==> src/rtl/hs_pkg.sv <==
// Shared types and constants for the transmit-side handshake arbiter.
package hs_pkg;

    typedef enum logic [1:0] {
        IDLE = 2'd0,
        REQ  = 2'd1,
        REL  = 2'd2
    } hs_state_e;

    localparam int unsigned HS_SYNC_STAGES = 2;
    localparam int unsigned HS_TO_CYCLES   = 255;

    // Width of a requester id; a single requester still needs one bit.
    function automatic int unsigned id_width(input int unsigned nreq);
        return (nreq > 1) ? int'($clog2(nreq)) : 1;
    endfunction

    // Timeout counter width: enough for to_cycles, never below 8 bits.
    function automatic int unsigned cnt_width(input int unsigned to_cycles);
        return (int'($clog2(to_cycles + 1)) > 8) ? int'($clog2(to_cycles + 1)) : 8;
    endfunction

endpackage

==> src/rtl/hs_tx_arbiter_if.sv <==
// Requester and handshake-channel signals of the transmit arbiter.
interface hs_tx_arbiter_if #(
    parameter int unsigned N    = 8,
    parameter int unsigned NREQ = 4
);
    logic [NREQ-1:0]   req_valid;
    logic [NREQ*N-1:0] req_data;
    logic [NREQ-1:0]   grant;
    logic [NREQ-1:0]   done;
    logic              tx_req;
    logic [N-1:0]      tx_data;
    logic              tx_ack;
    logic              busy;
    logic              timeout;

    // Arbiter side.
    modport master (
        input  req_valid, req_data, tx_ack,
        output grant, done, tx_req, tx_data, busy, timeout
    );

    // Requester / receiver side.
    modport slave (
        output req_valid, req_data, tx_ack,
        input  grant, done, tx_req, tx_data, busy, timeout
    );
endinterface

==> src/rtl/sync_bit.sv <==
// Multi-flop synchroniser for a single asynchronous bit.
module sync_bit #(
    parameter int unsigned STAGES = 2
) (
    input  logic clk,
    input  logic rst,
    input  logic d,
    output logic q
);
    logic [STAGES-1:0] chain_q;
    logic [STAGES-1:0] chain_d;

    // Shift the incoming bit one stage deeper each cycle.
    always_comb begin
        chain_d = {chain_q[STAGES-2:0], d};
    end

    // Chain register, cleared by the asynchronous active-low reset.
    always_ff @(posedge clk or negedge rst) begin
        if (!rst) chain_q <= '0;
        else      chain_q <= chain_d;
    end

    assign q = chain_q[STAGES-1];
endmodule

==> src/rtl/hs_tx_arbiter.sv <==
// Round-robin arbiter feeding one 4-phase req/ack channel toward clk_r.
module hs_tx_arbiter
    import hs_pkg::*;
#(
    parameter int unsigned N           = 8,
    parameter int unsigned NREQ        = 4,
    parameter int unsigned SYNC_STAGES = HS_SYNC_STAGES,
    parameter int unsigned TO_CYCLES   = HS_TO_CYCLES
) (
    input  logic             clk_t,
    input  logic             rst,
    hs_tx_arbiter_if.master  bus
);
    localparam int unsigned IDW = id_width(NREQ);
    localparam int unsigned CW  = cnt_width(TO_CYCLES);

    hs_state_e         state_q, state_d;
    logic [IDW-1:0]    ptr_q, ptr_d;
    logic [IDW-1:0]    owner_q, owner_d;
    logic [N-1:0]      tx_data_q, tx_data_d;
    logic              tx_req_q, tx_req_d;
    logic              busy_q, busy_d;
    logic [NREQ-1:0]   done_q, done_d;
    logic              timeout_q, timeout_d;
    logic              abort_q, abort_d;
    logic [CW-1:0]     cnt_q, cnt_d;

    logic              ack_s;
    logic [NREQ-1:0]   grant_c;
    logic [IDW-1:0]    win_id_c;
    logic [N-1:0]      win_data_c;
    logic              win_any_c;

    sync_bit #(.STAGES(SYNC_STAGES)) u_ack_sync (
        .clk (clk_t),
        .rst (rst),
        .d   (bus.tx_ack),
        .q   (ack_s)
    );

    // Round-robin pick: first valid requester at or above ptr, wrapping; only in IDLE with ack low.
    always_comb begin
        int unsigned idx;
        idx        = 0;
        grant_c    = '0;
        win_id_c   = '0;
        win_any_c  = 1'b0;
        if (state_q == IDLE && !ack_s) begin
            for (int unsigned k = 0; k < NREQ; k++) begin
                idx = 32'(ptr_q) + k;
                if (idx >= NREQ) idx = idx - NREQ;
                if (!win_any_c && bus.req_valid[IDW'(idx)]) begin
                    win_any_c = 1'b1;
                    win_id_c  = IDW'(idx);
                end
            end
        end
        if (win_any_c) grant_c[win_id_c] = 1'b1;
        win_data_c = N'(bus.req_data >> (32'(win_id_c) * N));
    end

    // Handshake sequencer: next state, captured word, counter and pulses.
    always_comb begin
        state_d   = state_q;
        ptr_d     = ptr_q;
        owner_d   = owner_q;
        tx_data_d = tx_data_q;
        abort_d   = abort_q;
        cnt_d     = '0;
        done_d    = '0;
        timeout_d = 1'b0;
        case (state_q)
            IDLE: begin
                if (win_any_c) begin
                    state_d   = REQ;
                    tx_data_d = win_data_c;
                    owner_d   = win_id_c;
                    abort_d   = 1'b0;
                    ptr_d     = (win_id_c == IDW'(NREQ - 1)) ? '0 : win_id_c + IDW'(1);
                end
            end
            REQ: begin
                if (ack_s || cnt_q == CW'(TO_CYCLES)) begin
                    state_d = REL;
                    abort_d = (cnt_q == CW'(TO_CYCLES));
                end else begin
                    cnt_d     = cnt_q + CW'(1);
                    timeout_d = (cnt_q == CW'(TO_CYCLES - 1));
                end
            end
            REL: begin
                if (!ack_s) begin
                    state_d = IDLE;
                    if (!abort_q) done_d[owner_q] = 1'b1;
                end else if (cnt_q == CW'(TO_CYCLES)) begin
                    cnt_d = '0;
                end else begin
                    cnt_d     = cnt_q + CW'(1);
                    timeout_d = (cnt_q == CW'(TO_CYCLES - 1));
                end
            end
            default: state_d = IDLE;
        endcase
        tx_req_d = (state_d == REQ);
        busy_d   = (state_d != IDLE);
    end

    // State and output registers with asynchronous active-low reset.
    always_ff @(posedge clk_t or negedge rst) begin
        if (!rst) begin
            state_q   <= IDLE;
            ptr_q     <= '0;
            owner_q   <= '0;
            tx_data_q <= '0;
            tx_req_q  <= 1'b0;
            busy_q    <= 1'b0;
            done_q    <= '0;
            timeout_q <= 1'b0;
            abort_q   <= 1'b0;
            cnt_q     <= '0;
        end else begin
            state_q   <= state_d;
            ptr_q     <= ptr_d;
            owner_q   <= owner_d;
            tx_data_q <= tx_data_d;
            tx_req_q  <= tx_req_d;
            busy_q    <= busy_d;
            done_q    <= done_d;
            timeout_q <= timeout_d;
            abort_q   <= abort_d;
            cnt_q     <= cnt_d;
        end
    end

    assign bus.grant   = grant_c;
    assign bus.done    = done_q;
    assign bus.tx_req  = tx_req_q;
    assign bus.tx_data = tx_data_q;
    assign bus.busy    = busy_q;
    assign bus.timeout = timeout_q;
endmodule

==> src/flat_wrapper.sv <==
// flat-port wrapper written by rule: the top's interface ports become plain ports
module hs_tx_arbiter_flat import hs_pkg::*;
#(
    parameter int unsigned N           = 8,
    parameter int unsigned NREQ        = 4,
    parameter int unsigned SYNC_STAGES = HS_SYNC_STAGES,
    parameter int unsigned TO_CYCLES   = HS_TO_CYCLES
)
  (clk_t, rst, bus_req_valid, bus_req_data, bus_tx_ack, bus_grant, bus_done, bus_tx_req, bus_tx_data, bus_busy, bus_timeout);
  hs_tx_arbiter_if #(.N(N), .NREQ(NREQ)) bus_i ();
  input  logic clk_t;
  input  logic rst;
  input wire logic [$bits(bus_i.req_valid)-1:0] bus_req_valid;
  input wire logic [$bits(bus_i.req_data)-1:0] bus_req_data;
  input wire logic [$bits(bus_i.tx_ack)-1:0] bus_tx_ack;
  output wire logic [$bits(bus_i.grant)-1:0] bus_grant;
  output wire logic [$bits(bus_i.done)-1:0] bus_done;
  output wire logic [$bits(bus_i.tx_req)-1:0] bus_tx_req;
  output wire logic [$bits(bus_i.tx_data)-1:0] bus_tx_data;
  output wire logic [$bits(bus_i.busy)-1:0] bus_busy;
  output wire logic [$bits(bus_i.timeout)-1:0] bus_timeout;
  assign bus_i.req_valid = bus_req_valid;
  assign bus_i.req_data = bus_req_data;
  assign bus_i.tx_ack = bus_tx_ack;
  assign bus_grant = bus_i.grant;
  assign bus_done = bus_i.done;
  assign bus_tx_req = bus_i.tx_req;
  assign bus_tx_data = bus_i.tx_data;
  assign bus_busy = bus_i.busy;
  assign bus_timeout = bus_i.timeout;
  hs_tx_arbiter #(.N(N), .NREQ(NREQ), .SYNC_STAGES(SYNC_STAGES), .TO_CYCLES(TO_CYCLES)) u_core (.clk_t(clk_t), .rst(rst), .bus(bus_i));
endmodule
==> config.mk <==
export PLATFORM = sky130hd
export DESIGN_NAME = hs_tx_arbiter_flat
export DESIGN_NICKNAME = d
export VERILOG_FILES = /design/src/rtl/hs_pkg.sv /design/src/rtl/hs_tx_arbiter_if.sv /design/src/rtl/sync_bit.sv /design/src/rtl/hs_tx_arbiter.sv /design/src/flat_wrapper.sv
export SDC_FILE = /design/constraint.sdc
export NUM_CORES = 1
export LEC_CHECK = 0
export CAP_MARGIN = 20
export CORE_MARGIN = 3
export CORE_UTILIZATION = 41
export DETAILED_ROUTE_END_ITERATION = 6
export GPL_TIMING_DRIVEN = 0
export PLACE_DENSITY_LB_ADDON = 0.05
export SLEW_MARGIN = 20
export SYNTH_ARGS = -nofsm -noshare
export SYNTH_HDL_FRONTEND = slang
export SYNTH_SLANG_ARGS = --single-unit
==> constraint.sdc <==
create_clock -name clk_t -period 2.28 [get_ports clk_t]
set_input_delay 0.456 -clock clk_t [delete_from_list [all_inputs] [get_ports clk_t]]
set_output_delay 0.456 -clock clk_t [all_outputs]
set_load 0.02 [all_outputs]
# == Word level (Yosys, flattened, before mapping) ==
# Index checks and enable logic that the tools add are counted.
# word_totals
in_bits,39
regBits,32
output_inout_bits,19
latchBits,0
n_memories,0
ram_bits,0
elab_cells,110
mem_bits_ro,0
# classes
div_mod_pow,0
muxes,53
eq_ne,8
n_shift,1
magnitude_cmp,12
n_addsub,9
bitwise,0
n_reduce_logical,16
mul,0
# ops
operator,count
2-to-1 mux 2 bit,17
>> shifter 32 x 5 -> 8 bit,1
2-to-1 mux 8 bit,3
2-to-1 mux 1 bit,19
"less-than comparator 2 x 3 -> 1 bit, second input constant",6
"equality test 8 bit, second input constant",2
2-to-1 mux 4 bit,4
one-hot mux 8 bit (2 select lines),1
">= comparator 3 bit, second input constant",3
"adder 8 x 1 -> 8 bit, second input constant",1
binary-select mux 1 bit (select 2 bit),4
"subtractor 2 x 1 -> 2 bit, second input constant",4
"adder 2 x 2 -> 3 bit, second input constant",2
logical AND 1 bit,6
one-hot mux 2 bit (3 select lines),1
demux 1 bit (select 2 bit),2
"equality test 2 x 1 -> 1 bit, second input constant",2
"equality test 2 bit, second input constant",2
">= comparator 2 x 1 -> 1 bit, second input constant",2
zero test 1 bit,4
"!= test 2 x 1 -> 1 bit, second input constant",2
one-hot mux 1 bit (2 select lines),2
nonzero test 2 bit,2
"adder 2 x 1 -> 3 bit, second input constant",1
6 further kinds,6

# == Logic depth before layout (Yosys ltp) ==
# logic_depth
depth_word,24
depth_mapped,9

# == Hierarchy ==
# From an unflattened synthesis, not the netlist that was laid out.
# hier_totals
cells_unflattened,168
hier_area_um2,1741.7
# modules_own_cells
module,seq_area_each_um2,cells_each,area_per_inst_um2,instances
hs_tx_arbiter,750.7,166,1691.6,1
sync_bit,50.0,2,50.0,1

# == Worst setup path after synthesis ==
# Ideal clock, no wire load.
# synth_timing
kind,reg2out
from,register u_core.state_q[1]
to,output port bus_grant[3]
arrival_time_ns,2.037
setup_slack_ns,-0.213
stages_incl_launch_ff,10
cell_sequence,dfrtp_1 -> inv_1 -> ha_1 -> nor2b_1 -> and2_1 -> clkbuf_1 -> nand2_1 -> inv_1 -> ha_1 -> and3_1
# synth_between
elab_chain_cells,8
word_cells_on_any_way,10
classes_between,2 x order compare; 5 x mux; 3 x reduce/logical
# synth_lines
item,line,source
"start, declared",hs_tx_arbiter.sv:17,"hs_state_e state_q, state_d;"
"start signal, assigned",hs_tx_arbiter.sv:122,state_q <= state_d;
zero test 2 bit (*),hs_tx_arbiter.sv:48,if (state_q == IDLE && !ack_s) begin
logical AND 1 bit (*),hs_tx_arbiter.sv:48,
2-to-1 mux 2 bit (*),hs_tx_arbiter.sv:48,
via u_core.win_id_c[0],hs_tx_arbiter.sv:30,logic [IDW-1:0] win_id_c;
less-than comparator 2 x 3 -> 1 bit (not written as such) or >= comparator 2 x 1 -> 1 bit (tied branches),hs_tx_arbiter.sv:58,if (win_any_c) grant_c[win_id_c] = 1'b1;
logical AND 1 bit (not written as such),hs_tx_arbiter.sv:58,
2-to-1 mux 1 bit (not written as such),hs_tx_arbiter.sv:58,
demux 1 bit (select 2 bit) (*),-,
2-to-1 mux 4 bit (*),hs_tx_arbiter.sv:58,
"end, declared",flat_wrapper.sv:16,output wire logic [$bits(bus_i.grant)-1:0] bus_grant;
# The timed path passes the listed nets; every way through them passes the cells marked *.

# == Worst setup path in the final report ==
# layout_timing
from,register u_core.ptr_q[0]
to,output port bus_grant[3]
# layout_between
elab_chain_cells,24
word_cells_on_any_way,52
classes_between,7 x add/sub; 6 x order compare; 32 x mux; 7 x reduce/logical
# layout_lines
item,line,source
"start, declared",hs_tx_arbiter.sv:18,"logic [IDW-1:0] ptr_q, ptr_d;"
"start signal, assigned",hs_tx_arbiter.sv:123,ptr_q <= ptr_d;
>= comparator 2 x 3 -> 1 bit or subtractor 2 x 1 -> 2 bit (tied branches),hs_tx_arbiter.sv:51,if (idx >= NREQ) idx = idx - NREQ;
2-to-1 mux 2 bit,hs_tx_arbiter.sv:51,
2-to-1 mux 2 bit,hs_tx_arbiter.sv:48,
binary-select mux 1 bit (select 2 bit),hs_tx_arbiter.sv:52,if (!win_any_c && bus.req_valid[IDW'(idx)]) begin
2-to-1 mux 1 bit (not written as such),hs_tx_arbiter.sv:52,
2-to-1 mux 1 bit,hs_tx_arbiter.sv:52,
2-to-1 mux 1 bit,hs_tx_arbiter.sv:48,
zero test 1 bit,hs_tx_arbiter.sv:52,
[... 9 more ...],-,
2-to-1 mux 2 bit (*),hs_tx_arbiter.sv:52,
2-to-1 mux 2 bit (*),hs_tx_arbiter.sv:48,
via u_core.win_id_c[0],hs_tx_arbiter.sv:30,
less-than comparator 2 x 3 -> 1 bit (not written as such) or >= comparator 2 x 1 -> 1 bit (tied branches),hs_tx_arbiter.sv:58,
logical AND 1 bit (not written as such),hs_tx_arbiter.sv:58,
2-to-1 mux 1 bit (not written as such),hs_tx_arbiter.sv:58,
demux 1 bit (select 2 bit) (*),-,
2-to-1 mux 4 bit (*),hs_tx_arbiter.sv:58,
# The timed path passes the listed nets; every way through them passes the cells marked *. The select of a mux whose other input is x is not followed.

==> summary.log <==
[status] status complete, but fails checks
[status] failing checks setup timing
[clock_network] clk root buf sky130_fd_sc_hd__clkbuf_8
[sta] number of max-slew violations in the final report 0
[drt] WL final 4.66 mm
[sta] worst hold slack 0.223 ns
[global_route] via count of the first global-routing pass 1678
[cells_and_area] Post-layout nets 298
[sta] Final Worst Setup Slack -0.101 ns
[synthesis] Synthesized Nets 217
[critical_path] critical path type flop to output pin
[die] Starting Density 0.446
[sta] max-slew headroom at the worst pin 0.533
[sta] # setup viols final 4
[sta] Final TNS setup -0.352 ns
[cells_and_area] n_diodes 0
[placement] detailed-placement wirelength estimate 3.07 mm
[cells_and_area] fill count 267
[sta] Fin. Hold Viols 0
[placement] Cell Count Post-Placement 273
[drt] routed via count 1611
[run] max cap viols 0
[pwr] VDD IR max 561 µV
[synthesis] number of different library cells in the post-synthesis netlist 38
[global_route] number of antenna violations at the first check in global routing 0
[clock_network] CTS Hold Buffers Added 0
[die] die width 70.7 µm
[global_route] Remaining Overflow, GRT 0
[clock_network] CTS Buf Count 5
[cells_and_area] non-filler cells, final 298
[cells_and_area] highest-count cells in the layout ignoring fill and taps sky130_fd_sc_hd__clkdlybuf4s50_1 (48), sky130_fd_sc_hd__dfrtp_1 (31), sky130_fd_sc_hd__nor2_1 (20)
[synthesis] Synth async-reset ratio 1.00
[critical_path] CP Launch Type flop
[drt] Top Layer Used met4
[drt] post-detailed-route DRC marker count 0
[placement] final weighted congestion in routability-driven placement 0.842
[hold_path] Hold WC Path Type input port to async pin
[clock_network] CTS tree done
[cells_and_area] Final Util 0.704
[die] core outline area 0.00385 mm²
[critical_path] highest net fanout along the worst path 4
[sta] actual slew at the worst max-slew pin 0.700 ns
[cells_and_area] sequential cell area 802 µm²
[sta] timing-limited maximum frequency 420 MHz
[cells_and_area] most common cell after layout, fill and taps aside sky130_fd_sc_hd__clkdlybuf4s50_1
[synthesis] EDFF count, synth 0
[cells_and_area] layout cell share with drive strength beyond 1 0.256
[sta] minimum clock period 2.38 ns
[pwr] Power, Total 0.00288 W
[clock_network] maximum level of the CTS H-tree 2
[drt] Routed met3 length 225 µm
[global_route] GR Util All Layers 0.197
[synthesis] post-synthesis instance area 0.00172 mm²
[critical_path] data required time at the worst endpoint 1.82 ns
[die] I/O Pins 58
[drt] Met2 Routed Length 2.33 mm
[drt] length of routed wiring on met1 2.00 mm
[sta] setup repair after global routing missed its margin yes
[clock_network] CTS sink cnt 32
[drt] router iterations before antenna repair 4
[die] Die Y-Extent 70.7 µm
[drt] number of DRC violations after detailed-routing iteration 0 105
[critical_path] arrival time at the worst endpoint 1.92 ns
[critical_path] flop-to-flop setup slack 0.21 ns
[synthesis] syn_area_per_cell 10.2 µm²
[global_route] largest net degree at the start of global routing 33
[synthesis] warning count from the yosys run 0
[clock_network] Max clock buf depth 2
[pwr] Static Leak 1.20 nW
[drt] post-detailed-route via-to-cell ratio 5.41
[synthesis] main flop type after synthesis sky130_fd_sc_hd__dfrtp_1
[global_route] first-pass GRT wire length 7.96 mm
[synthesis] sequential fraction of the synthesis area 0.466
[clock_network] source-to-sink clock delay at the later pin of the worst-skew pair 0.28 ns
[drt] post-detailed-route wirelength per cell 15.6 µm
[drt] number of routed nets with antenna violations 0
[die] Row Count 22
[die] overall die area 0.00500 mm²
[synthesis] total of flip-flops plus latches after synthesis 32
[pwr] power density cells 1060 mW/mm²
[placement] buffers added on ports 57
[sta] setup clock skew after layout 0.00319 ns
[cells_and_area] synthesis-to-layout area growth 57.8%
[sta] post-route fraction of the period consumed by the critical path 1.04
[clock_network] post-CTS clock slew at the launch and capture registers of the worst setup and hold paths 0.06 ns
[cells_and_area] area taken by multi-input logic gates 0.00100 mm²
[synthesis] synthesized instance count 168
[critical_path] CP Capture Type output pin
-- sequential cells by signal (all words and copies together) (netlist names) --
signal / count
u_core.bus.tx_req: 1
u_core.ptr_q: 2
u_core.owner_q: 2
u_core.bus.done: 4
u_core.state_q: 2
u_core.u_ack_sync.chain_q: 2
u_core.abort_q: 1
u_core.cnt_q: 8
u_core.bus.timeout: 1
u_core.bus.busy: 1
u_core.bus.tx_data: 8
-- report_power, final --
part	internal, W	total (W)	switching (W)
Sequential	0.000723	0.000851	0.000128
Clock	0.000246	0.000441	0.000195
Combinational	0.000784	0.00159	0.000803
Total	0.00175	0.00288	0.00113
-- synth_stat cells, types with 4 or more instances --
cell	instances	area, µm²
sky130_fd_sc_hd__ha_1	10	125
sky130_fd_sc_hd__nand3_1	4	20.0
sky130_fd_sc_hd__inv_1	7	26.3
sky130_fd_sc_hd__a221oi_1	8	70.1
sky130_fd_sc_hd__dfrtp_1	32	801
sky130_fd_sc_hd__nor2_1	20	75.1
sky130_fd_sc_hd__a21oi_1	4	20.0
sky130_fd_sc_hd__a211oi_1	8	60.1
sky130_fd_sc_hd__nor2b_1	5	31.3
sky130_fd_sc_hd__mux2i_1	8	80.1
sky130_fd_sc_hd__and3_1	6	37.5
sky130_fd_sc_hd__nand2_1	16	60.1
sky130_fd_sc_hd__xor2_1	5	43.8
sky130_fd_sc_hd__o21ai_0	4	20.0
-- routing by layer --
layer	global-route usage	up-vias
met2	0.327	58
met4	0.0689	0
met5	0	-
met3	0.0469	12
met1	0.250	785
li1	-	756
-- path summary, 6_finish.rpt --
check / cells after the start / to / from
setup / recovery: 9 / bus_grant[3] / u_core.ptr_q[0]$_DFFE_PN0P_
hold reg to reg: 0 / u_core.u_ack_sync.chain_q[1]$_DFF_PN0_ / u_core.u_ack_sync.chain_q[0]$_DFF_PN0_
hold / removal: 1 / u_core.bus.tx_req$_DFF_PN0_ / rst
max in group asynchronous: 1 / u_core.ptr_q[0]$_DFFE_PN0P_ / rst
min in group clk_t: 0 / u_core.u_ack_sync.chain_q[1]$_DFF_PN0_ / u_core.u_ack_sync.chain_q[0]$_DFF_PN0_
setup reg to reg: 7 / u_core.bus.tx_data[4]$_DFFE_PN0P_ / u_core.ptr_q[0]$_DFFE_PN0P_
-- what timing repair did --
| item | CTS | global route |
|---|---|---|
| gates resized for setup | 66 | 6 |
| pin swaps | 8 | 2 |
| setup endpoints to repair | 5 | 4 |
| setup buffers | 17 | 1 |
-- worst max-delay path: stages (launching register included) --
cell                      delay [ns]
sky130_fd_sc_hd__dfrtp_2        0.44
sky130_fd_sc_hd__or2b_4         0.28
sky130_fd_sc_hd__a21oi_4        0.18
sky130_fd_sc_hd__nor3_4         0.08
sky130_fd_sc_hd__buf_8          0.13
sky130_fd_sc_hd__nand2_8        0.06
sky130_fd_sc_hd__inv_4          0.05
sky130_fd_sc_hd__ha_4           0.15
sky130_fd_sc_hd__and3_4         0.14
sky130_fd_sc_hd__buf_6          0.12
-- area by class of cell --
class                   count  share of cell area
multi-input cells         125               0.370
repair buffers             75               0.257
clock buffers               8              0.0332
plain buffers               3              0.0115
flip-flops and latches     32               0.296
inverters                   7              0.0106
well taps                  48              0.0222
-- kinds of logic (layout without fill, tap and decap cells) --
logic type / Yosys count / in the layout / synth area share
and+or+nand+nor: 70 / 70 / 0.219
muxes: 8 / 8 / 0.0466
DFF: 32 / 32 / 0.466
AOI/OAI and AO/OA: 31 / 31 / 0.133
adders and majority gates: 10 / 10 / 0.0728
buffers and inverters: 11 / 93 / 0.0320
xor gates and xnor gates: 6 / 6 / 0.0306
-- metrics by stage --
step           setup slack (ns)  cell area [µm²]
2_1_floorplan          -0.00280             1750
3_3_place_gp              -1.16             2380
3_5_place_dp              -1.25             2370
4_1_cts                 -0.0912             2670
5_1_grt                  -0.166             2710
6_report                 -0.101             2710
Note: power is estimated with default switching activity, not from simulation.
